$ cat src/rtl/svv_pkg.sv
// Shared definitions for the status value vector and its push arbiter.
package svv_pkg;

  // Default geometry, shared with status_value_vector.
  localparam int unsigned DEF_DEPTH = 8;
  localparam int unsigned DEF_WIDTH = 4;
  localparam int unsigned DEF_NREQ  = 4;

  // Output stage occupancy of the push arbiter.
  typedef enum logic {
    ST_EMPTY  = 1'b0,
    ST_LOADED = 1'b1
  } stage_state_e;

  // Ceiling log2, never less than 1 so index ports always have a bit.
  function automatic int unsigned clog2(input int unsigned n);
    int unsigned r;
    r = 0;
    for (int unsigned i = 0; i < 31; i++) begin
      if ((32'd1 << i) < n) r = i + 1;
    end
    return (r == 0) ? 1 : r;
  endfunction

endpackage

$ cat src/rtl/svv_rr_arbiter.sv
// Combinational round-robin arbiter: first set request at or after ptr wins.
module svv_rr_arbiter
  import svv_pkg::*;
#(
  parameter int unsigned NREQ = DEF_NREQ
) (
  input  logic [NREQ-1:0]        req,
  input  logic [clog2(NREQ)-1:0] ptr,
  input  logic                   en,
  output logic [NREQ-1:0]        gnt,
  output logic [clog2(NREQ)-1:0] idx
);

  localparam int unsigned IW = clog2(NREQ);

  int unsigned   pos;
  logic [IW-1:0] pos_idx;
  logic          found;

  // Scan NREQ slots starting at ptr with wrap; grant the first requester seen.
  always_comb begin
    gnt     = '0;
    idx     = '0;
    found   = 1'b0;
    pos     = '0;
    pos_idx = '0;
    for (int unsigned i = 0; i < NREQ; i++) begin
      pos = 32'(ptr) + i;
      if (pos >= NREQ) pos = pos - NREQ;
      pos_idx = IW'(pos);
      if (en && !found && req[pos_idx]) begin
        gnt[pos_idx] = 1'b1;
        idx          = pos_idx;
        found        = 1'b1;
      end
    end
  end

endmodule

$ cat src/rtl/svv_push_arbiter.sv
// Round-robin push arbiter feeding the single push port of a status value
// vector through a registered output stage that holds under full_i.
module svv_push_arbiter
  import svv_pkg::*;
#(
  parameter int unsigned NREQ  = DEF_NREQ,
  parameter int unsigned WIDTH = DEF_WIDTH,
  parameter int unsigned CNT_W = 16
) (
  input  logic                   clk_i,
  input  logic                   rsn_i,
  input  logic [NREQ-1:0]        req_i,
  input  logic [NREQ*WIDTH-1:0]  value_i,
  output logic [NREQ-1:0]        gnt_o,
  output logic                   push_o,
  output logic [WIDTH-1:0]       value_o,
  output logic [clog2(NREQ)-1:0] src_o,
  input  logic                   full_i,
  output logic                   busy_o,
  output logic [CNT_W-1:0]       cnt_o
);

  localparam int unsigned IW = clog2(NREQ);

  stage_state_e     state_q;
  logic [WIDTH-1:0] value_q;
  logic [WIDTH-1:0] value_d;
  logic [IW-1:0]    src_q;
  logic [IW-1:0]    ptr_q;
  logic [IW-1:0]    ptr_d;
  logic [CNT_W-1:0] cnt_q;

  logic             accept;
  logic             ld;
  logic             arb_en;
  logic             granted;
  logic [NREQ-1:0]  gnt;
  logic [IW-1:0]    win;
  logic [WIDTH-1:0] vals [NREQ];

  // Unpack the flat value bus so the winner can be selected by index.
  for (genvar g = 0; g < NREQ; g++) begin : g_unpack
    assign vals[g] = value_i[g*WIDTH +: WIDTH];
  end

  // The stage reloads when empty or when its entry leaves this cycle.
  assign accept = (state_q == ST_LOADED) && !full_i;
  assign ld     = (state_q == ST_EMPTY) || accept;
  // Reset suppresses grants so no requester believes it was served.
  assign arb_en = ld && rsn_i;

  svv_rr_arbiter #(
    .NREQ (NREQ)
  ) u_rr (
    .req (req_i),
    .ptr (ptr_q),
    .en  (arb_en),
    .gnt (gnt),
    .idx (win)
  );

  assign granted = |gnt;
  assign value_d = vals[win];
  assign ptr_d   = (win == IW'(NREQ - 1)) ? '0 : win + IW'(1);

  // Output stage, rotating pointer and accept counter.
  always_ff @(posedge clk_i) begin
    if (!rsn_i) begin
      state_q <= ST_EMPTY;
      value_q <= '0;
      src_q   <= '0;
      ptr_q   <= '0;
      cnt_q   <= '0;
    end else begin
      if (accept) cnt_q <= cnt_q + CNT_W'(1);
      if (ld) begin
        if (granted) begin
          state_q <= ST_LOADED;
          value_q <= value_d;
          src_q   <= win;
          ptr_q   <= ptr_d;
        end else begin
          state_q <= ST_EMPTY;
        end
      end
    end
  end

  assign gnt_o   = gnt;
  assign push_o  = (state_q == ST_LOADED);
  assign busy_o  = push_o;
  assign value_o = value_q;
  assign src_o   = src_q;
  assign cnt_o   = cnt_q;

endmodule

$ cat config.mk
export PLATFORM = sky130hd
export DESIGN_NAME = svv_push_arbiter
export DESIGN_NICKNAME = d
export VERILOG_FILES = /design/src/rtl/svv_pkg.sv /design/src/rtl/svv_rr_arbiter.sv /design/src/rtl/svv_push_arbiter.sv
export SDC_FILE = /design/constraint.sdc
export NUM_CORES = 1
export LEC_CHECK = 0
export CORE_ASPECT_RATIO = 0.9
export CORE_MARGIN = 2
export CORE_UTILIZATION = 43
export DETAILED_ROUTE_END_ITERATION = 12
export PLACE_DENSITY = 0.77
export RECOVER_POWER = 50
export SYNTH_ARGS = -nofsm -noshare
export SYNTH_HDL_FRONTEND = slang
export SYNTH_HIERARCHICAL = 1
export SYNTH_SLANG_ARGS = --single-unit
$ cat constraint.sdc
create_clock -name clk_i -period 3.4 [get_ports clk_i]
set_input_delay 0.34 -clock clk_i [delete_from_list [all_inputs] [get_ports clk_i]]
set_output_delay 0.34 -clock clk_i [all_outputs]
set_load 0.02 [all_outputs]
* After elaboration in Yosys (flattened, before gate mapping)
Index checks and enable logic that the tools add are counted.
** Storage, ports and cells
- ROM bits :: 0
- Output and inout bits :: 28
- Memories kept :: 0
- Memory bits (writable) :: 0
- Input bits :: 23
- Bits in latches :: 0
- Register bits after elaboration :: 25
- Logic and storage cells :: 89
** Cells by class
- Mux-type cells :: 36
- Magnitude comparators :: 13
- Div/mod/pow operators :: 0
- Equality and inequality tests :: 1
- Add/subtract/negate cells :: 9
- Shift-type cells :: 0
- Reduce and logical (&&, ||, !) cells :: 20
- $mul :: 0
- Bitwise gates (word level) :: 5
** Operator list (count)
- 4-bit two-way mux :: 6
- 2-bit two-way mux :: 9
- 16-bit by 1-bit adder with 16-bit output, second input constant :: 1
- 1-bit logical AND :: 13
- 3-bit >= comparator, second input constant :: 4
- 2-bit by 3-bit less-than comparator with 1-bit output, second input constant :: 4
- 1-bit two-way mux :: 12
- 4-bit OR :: 3
- 1-bit binary-select mux with 2-bit select :: 4
- 4-bit binary-select mux with 2-bit select :: 1
- 1-bit demux with 2-bit select :: 4
- 2-bit by 1-bit >= comparator with 1-bit output, second input constant :: 4
- 2-bit by 1-bit subtractor with 2-bit output, second input constant :: 4
- 2-bit by 2-bit adder with 3-bit output, second input constant :: 2
- 1-bit logical NOT :: 4
- 4-bit OR reduction :: 1
- 2-bit by 1-bit adder with 3-bit output, second input constant :: 1
- 2-bit by 3-bit >= comparator with 1-bit output, second input constant :: 1
- 2-bit NOT with 3-bit output :: 1
- 2-bit by 1-bit adder with 2-bit output, second input constant :: 1
- 2-bit == test, second input constant :: 1
- 2-bit AND reduction :: 1
- 1-bit logical OR :: 1
- 1-bit NOT :: 1

* Depth between registers and ports, before layout
- Word-level depth :: 22
- Depth in mapped cells :: 14
- Depth with buffers taken out :: 11

* Modules after synthesis
The synthesis kept the hierarchy.
** By module, submodules not included
- svv_push_arbiter :: times used 1, area an instance 1192.4 sq um, cells an instance 122, seq. area each 500.5 sq um
- svv_rr_arbiter :: times used 1, area an instance 531.8 sq um, cells an instance 63, seq. area each 0.0 sq um

* Least setup slack after synthesis
Ideal clock, no wire load.
- Path type :: reg2reg
- From :: register ptr_q[0]
- To :: register src_q[1] (netlist: src_o[1])
- Cell stages (with the launch flop) :: 15
- Setup time :: 128 ps
- Path slack :: 19 ps
- Data arrival time :: 3253 ps
- Path buffers :: 3
- Clock period less this slack :: 3381 ps
- Cell sequence :: dfxtp_1 buf_6 clkinv_1 ha_1 buf_2 or2_2 o211ai_1 o21ai_0 and3b_2 a221o_1 nor4_1 a21o_1 buf_2 mux2i_1 nor2_1
** Between the ends
- Cells in the longest elaborated chain, start to end :: 20
- Elaborated cells between the ends (all ways) :: 69
- Classes of those cells :: add/sub (7); order compare (12); mux (31); bitwise (3); reduce/logical (16)
** Ends and longest elaborated chain
- start: declaration :: line svv_push_arbiter.sv:29 : logic [IW-1:0] ptr_q;
- start signal: assignment :: line svv_push_arbiter.sv:81 : ptr_q <= ptr_d;
- parallel branches: the longest is 17 deep, another holds 2-bit by 1-bit adder with 3-bit output
- 4-bit two-way mux (*) :: line svv_rr_arbiter.sv:31 : if (en && !found && req[pos_idx]) begin
- named net gnt_o[1] :: line svv_push_arbiter.sv:14 : output logic [NREQ-1:0] gnt_o,
- 4-bit OR reduction (*) :: line svv_push_arbiter.sv:62 : assign granted = |gnt;
- 2-bit AND reduction (no source line) (*)
- end signal: assignment :: line svv_push_arbiter.sv:80 : src_q <= win;
- end: declaration :: line svv_push_arbiter.sv:28 : logic [IW-1:0] src_q;
Mark *: on every way through the listed nets, which the timed path passes. The select of a mux whose other input is x is not followed.
A chain may end at the register's enable or synchronous reset.

* Worst setup path in the final report
- From :: input full_i
- To :: output gnt_o[3]
** Between the ends
- Cells in the longest elaborated chain, start to end :: 18
- Elaborated cells between the ends (all ways) :: 24
- Classes of those cells :: mux (7); bitwise (3); reduce/logical (14)
** Ends and longest elaborated chain
- start: declaration :: line svv_push_arbiter.sv:18 : input logic full_i,
- 1-bit logical NOT (*) :: line svv_push_arbiter.sv:47 : assign accept = (state_q == ST_LOADED) && !full_i;
- 1-bit logical AND (*) :: line svv_push_arbiter.sv:47
- 1-bit logical OR (*) :: line svv_push_arbiter.sv:48 : assign ld = (state_q == ST_EMPTY) || accept;
- 1-bit logical AND (*) :: line svv_push_arbiter.sv:50 : assign arb_en = ld && rsn_i;
- named net arb_en :: line svv_push_arbiter.sv:35 : logic arb_en;
- 1-bit logical AND :: line svv_rr_arbiter.sv:31
- 1-bit two-way mux :: line svv_rr_arbiter.sv:31
- 1-bit logical NOT :: line svv_rr_arbiter.sv:31
- 1-bit logical AND (2 in a row) :: line svv_rr_arbiter.sv:31
- 1-bit two-way mux :: line svv_rr_arbiter.sv:31
- 1-bit logical NOT :: line svv_rr_arbiter.sv:31
- 1-bit logical AND (2 in a row) :: line svv_rr_arbiter.sv:31
- 1-bit two-way mux :: line svv_rr_arbiter.sv:31
- 1-bit logical NOT :: line svv_rr_arbiter.sv:31
- 1-bit logical AND (2 in a row) :: line svv_rr_arbiter.sv:31
- 4-bit two-way mux (*) :: line svv_rr_arbiter.sv:31
- end: declaration :: line svv_push_arbiter.sv:14
Mark *: on every way through the listed nets, which the timed path passes. The rest lies on a longest branch.

==> flow_metrics.py <==
metrics = {
    "power_and_ir_drop": {
        "p_int_w": 0.000799,
        "powerDensity_mw_per_mm2": 584,
        "swShare": 0.406,
        "clkPwrFrac": 0.127,
        "p_comb_frac": 0.591,
        "p_switching_w": 0.000547,
        "ir_worst_vdd_mv": 0.291,
        "p_leak_nw": 0.904,
        "seqPwrFrac": 0.281,
    },
    "setup_path": {
        "cp-end-kind": "output pin",
        "crit_end": "gnt_o[3]",
        "cp_slowest_cell": "dlygate4sd3_1",
        "path_depth": 7,
        "critPathMaxFanout": 7,
        "critical-path-max-stage-delay_ns": 0.64,
        "worstPathCellList": "dlygate4sd3_1, a21oi_1, o211ai_1, o22ai_1, and3b_2, a221o_1, clkdlybuf4s50_1",
        "path_delay_family": "buffers and inverters",
        "worstPathArrival_ns": 2.89,
        "worst_r2r_path_depth": 11,
        "cp-startpoint": "full_i",
        "ff2ff_setup_slack_ns": 0.25,
        "cp_data_required_time_ns": 3.06,
        "crit_buf_inv": 2,
        "r2r_end": "src_o[1]",
        "crit_type": "input port to output pin",
        "cp-start-kind": "input port",
        "r2r-start": "ptr_q[1]",
    },
    "clocking": {
        "clk_latency_ns": 0.26,
        "cts_root_buffer": "clkbuf_8",
        "htree_levels": 1,
        "cts_buffers": 3,
        "cts_tree": "built",
        "clock_sinks": 25,
        "ctsHoldBuffers": 0,
        "cts_resized": 0,
        "clk_pin_slew_worst_paths_ns": 0.08,
        "cts_setup_buffers": 0,
        "cts_buffer_depth": 2,
    },
    "timing": {
        "relSlewSlack": 0.639,
        "max_slew.worst_pin.slew_ns": 0.542,
        "hold_viol_final": 0,
        "tns_ns": 0,
        "finClkSkew_ns": 0.00614,
        "post-route-period-util": 0.949,
        "clock.fmax_mhz": 310,
        "rsz0062_at_grt": "false",
        "setup_viol": 0,
        "maxSlewViolCount": 0,
        "layout_min_cycle_time_ns": 3.23,
        "layout_setup_ws_ns": 0.173,
    },
    "cells_and_area": {
        "area_growth_pct": 33.7,
        "utilization": 0.609,
        "layout-drive-gt1-share": 0.101,
        "fillers": 341,
        "multi_input_area_mm2": 0.00114,
        "diodes": 0,
        "nets": 271,
        "seq_area_um2": 500,
    },
    "detailed_routing": {
        "drtIter0Drc": 110,
        "firstDrtPassIters": 4,
        "avgRoutedWirePerCell_um": 14.2,
        "vias": 1579,
        "routed_wl_mm": 4.01,
        "route.detailed.drc": 0,
        "ant_nets": 0,
        "vias_per_cell": 5.58,
    },
    "grt": {
        "top_usage_layer": "met2",
        "first_global_vias": 1529,
        "grt_pass1_wl_mm": 6.78,
        "grt_max_degree": 24,
        "grtUsageTotal": 0.179,
        "grtUsageMet3": 0.0489,
        "overflow": 0,
        "antenna_found_initial": 0,
        "grt_util_met2": 0.300,
        "met1_usage": 0.236,
    },
    "floorplanning": {
        "chipHeight_um": 64.1,
        "start_util": 0.456,
        "core-area_mm2": 0.00378,
        "fp-row-count": 21,
        "die_x_um": 70.7,
        "pin_count": 51,
        "fp.dieArea_mm2": 0.00453,
    },
    "yosys": {
        "yosys.area.top_type": "dfxtp_1",
        "synth-main-ff-cell": "dfxtp_1",
        "ys_warn_count": 6,
        "syn-instance-count": 185,
        "ys_seq_area_frac": 0.290,
        "synthTopCellsByArea": "dfxtp_1, mux4_2, mux2i_1",
        "synth_top_area_frac": 0.290,
        "avgSynthCellArea_um2": 9.32,
        "async_reset_ff_frac": 0,
        "synth.net_count": 218,
        "synth-edff-count": 0,
        "synth-seq-cells": 25,
        "synth_area_mm2": 0.00172,
        "synth_cell_types": 45,
    },
    "run_status": {
        "status": "finished, final reports clean",
    },
    "place": {
        "dp_hpwl_mm": 3.01,
        "dp_slack_ns": 0.157,
        "gp_congestion": 0.859,
        "port_buffers": 50,
    },
    "min_path": {
        "holdPathStages": 2,
        "hp-class": "flop to flop",
    },
    "run": {
        "drv_cap": 0,
    },
}
[logic make-up (layout without fill, tap and decap cells)]
| kind of cell | after synthesis | count (layout) | synth area share |
|---|---|---|---|
| simple gates | 74 | 74 | 0.231 |
| compound gates | 29 | 29 | 0.128 |
| flops | 25 | 25 | 0.290 |
| mux | 22 | 22 | 0.176 |
| buf+inv | 13 | 65 | 0.0406 |
| xor+xnor | 12 | 12 | 0.0610 |
| fa+ha+maj | 10 | 10 | 0.0726 |
[cell usage in the layout, fill, tap and decap left out, types with 2 or more instances in the layout]
master           synthesis  routed
a21boi_1                 4       4
a21oi_1                  4       4
a221o_1                  4       4
buf_4                    1       6
clkbuf_8                 0       3
clkdlybuf4s50_1          0      38
dfxtp_1                 25      25
dlygate4sd3_1            0      12
ha_1                    10      10
inv_1                    4       4
mux2_2                   2       2
mux2i_1                 13      13
mux4_2                   6       6
nand2_1                 14      14
nand2b_1                 2       2
nand3_1                  7       7
nand4_1                  3       3
nor2_1                  25      25
nor2b_1                  4       4
nor3_1                   5       5
nor4_1                   5       5
o211ai_1                 4       4
o21ai_0                  4       4
o41ai_1                  2       2
xnor2_1                  9       9
xor2_1                   3       3
[how the worst min path moves through the flow]
stage,startpoint,to,slack [ns]
floorplan,full_i,busy_o,0.48
global placement,cnt_o[15],cnt_o[15],0.46
detailed placement,cnt_o[15],cnt_o[15],0.47
CTS,cnt_o[15],cnt_o[15],0.49
global route,cnt_o[15],cnt_o[15],0.53
finish,cnt_o[15],cnt_o[15],0.48
[power by group through the flow]
stage / Combinational, W / Sequential, W / Clock, W
2_1_floorplan: 0.000520 / 0.000436 / 0
3_3_place_gp: 0.000800 / 0.000387 / 0
3_5_place_dp: 0.000804 / 0.000389 / 0
4_1_cts: 0.000808 / 0.000383 / 0.000175
5_1_grt: 0.000860 / 0.000386 / 0.000187
6_report: 0.000796 / 0.000379 / 0.000171
[final cells by class]
class                           instances  area share
Sequential cell                        25       0.217
Clock buffer                            4      0.0195
Multi-Input combinational cell        147       0.494
Inverter                                5     0.00814
Tap cell                               46      0.0250
Timing Repair Buffer                   56       0.237
[cell usage after synthesis (2+ instances only)]
| master | n |
|---|---|
| mux4_2 | 6 |
| buf_1 | 2 |
| ha_1 | 10 |
| o211ai_1 | 4 |
| inv_1 | 4 |
| nor3_1 | 5 |
| nor2_1 | 25 |
| nand2_1 | 14 |
| o21ai_0 | 4 |
| xnor2_1 | 9 |
| buf_2 | 2 |
| nand3_1 | 7 |
| nor4_1 | 5 |
| nand2b_1 | 2 |
| nor2b_1 | 4 |
| nand4_1 | 3 |
| a21boi_1 | 4 |
| a21oi_1 | 4 |
| dfxtp_1 | 25 |
| mux2_2 | 2 |
| o41ai_1 | 2 |
| buf_6 | 2 |
| mux2i_1 | 13 |
| a221o_1 | 4 |
| xor2_1 | 3 |
[tightest hold or removal path, cell delays in order (launching register included)]
cell	delay, ns
dfxtp_1	0.32
nand2_1	0.06
mux2i_1	0.06
[flip-flops by register name (all words and copies together) (netlist names)]
| register | cells |
|---|---|
| cnt_o | 16 |
| ptr_q | 2 |
| busy_o | 1 |
| value_o | 4 |
| src_o | 2 |
[metrics by stage]
step	total power (W)	hold WS (ns)	instance area, um^2	instances
2_1_floorplan	0.000956	0.485	1720	185
3_3_place_gp	0.00119	0.464	2280	279
3_5_place_dp	0.00119	0.472	2280	279
4_1_cts	0.00137	0.488	2320	283
5_1_grt	0.00143	0.526	2310	283
6_report	0.00135	0.481	2310	283
[per-layer routing]
metal | wire length (um) | part of all wire
met5 | 0 | 0
met4 | 10 | 0.0025
met3 | 321 | 0.080
met2 | 1820 | 0.45
met1 | 1850 | 0.46
Power figures use the tool's default switching activity.
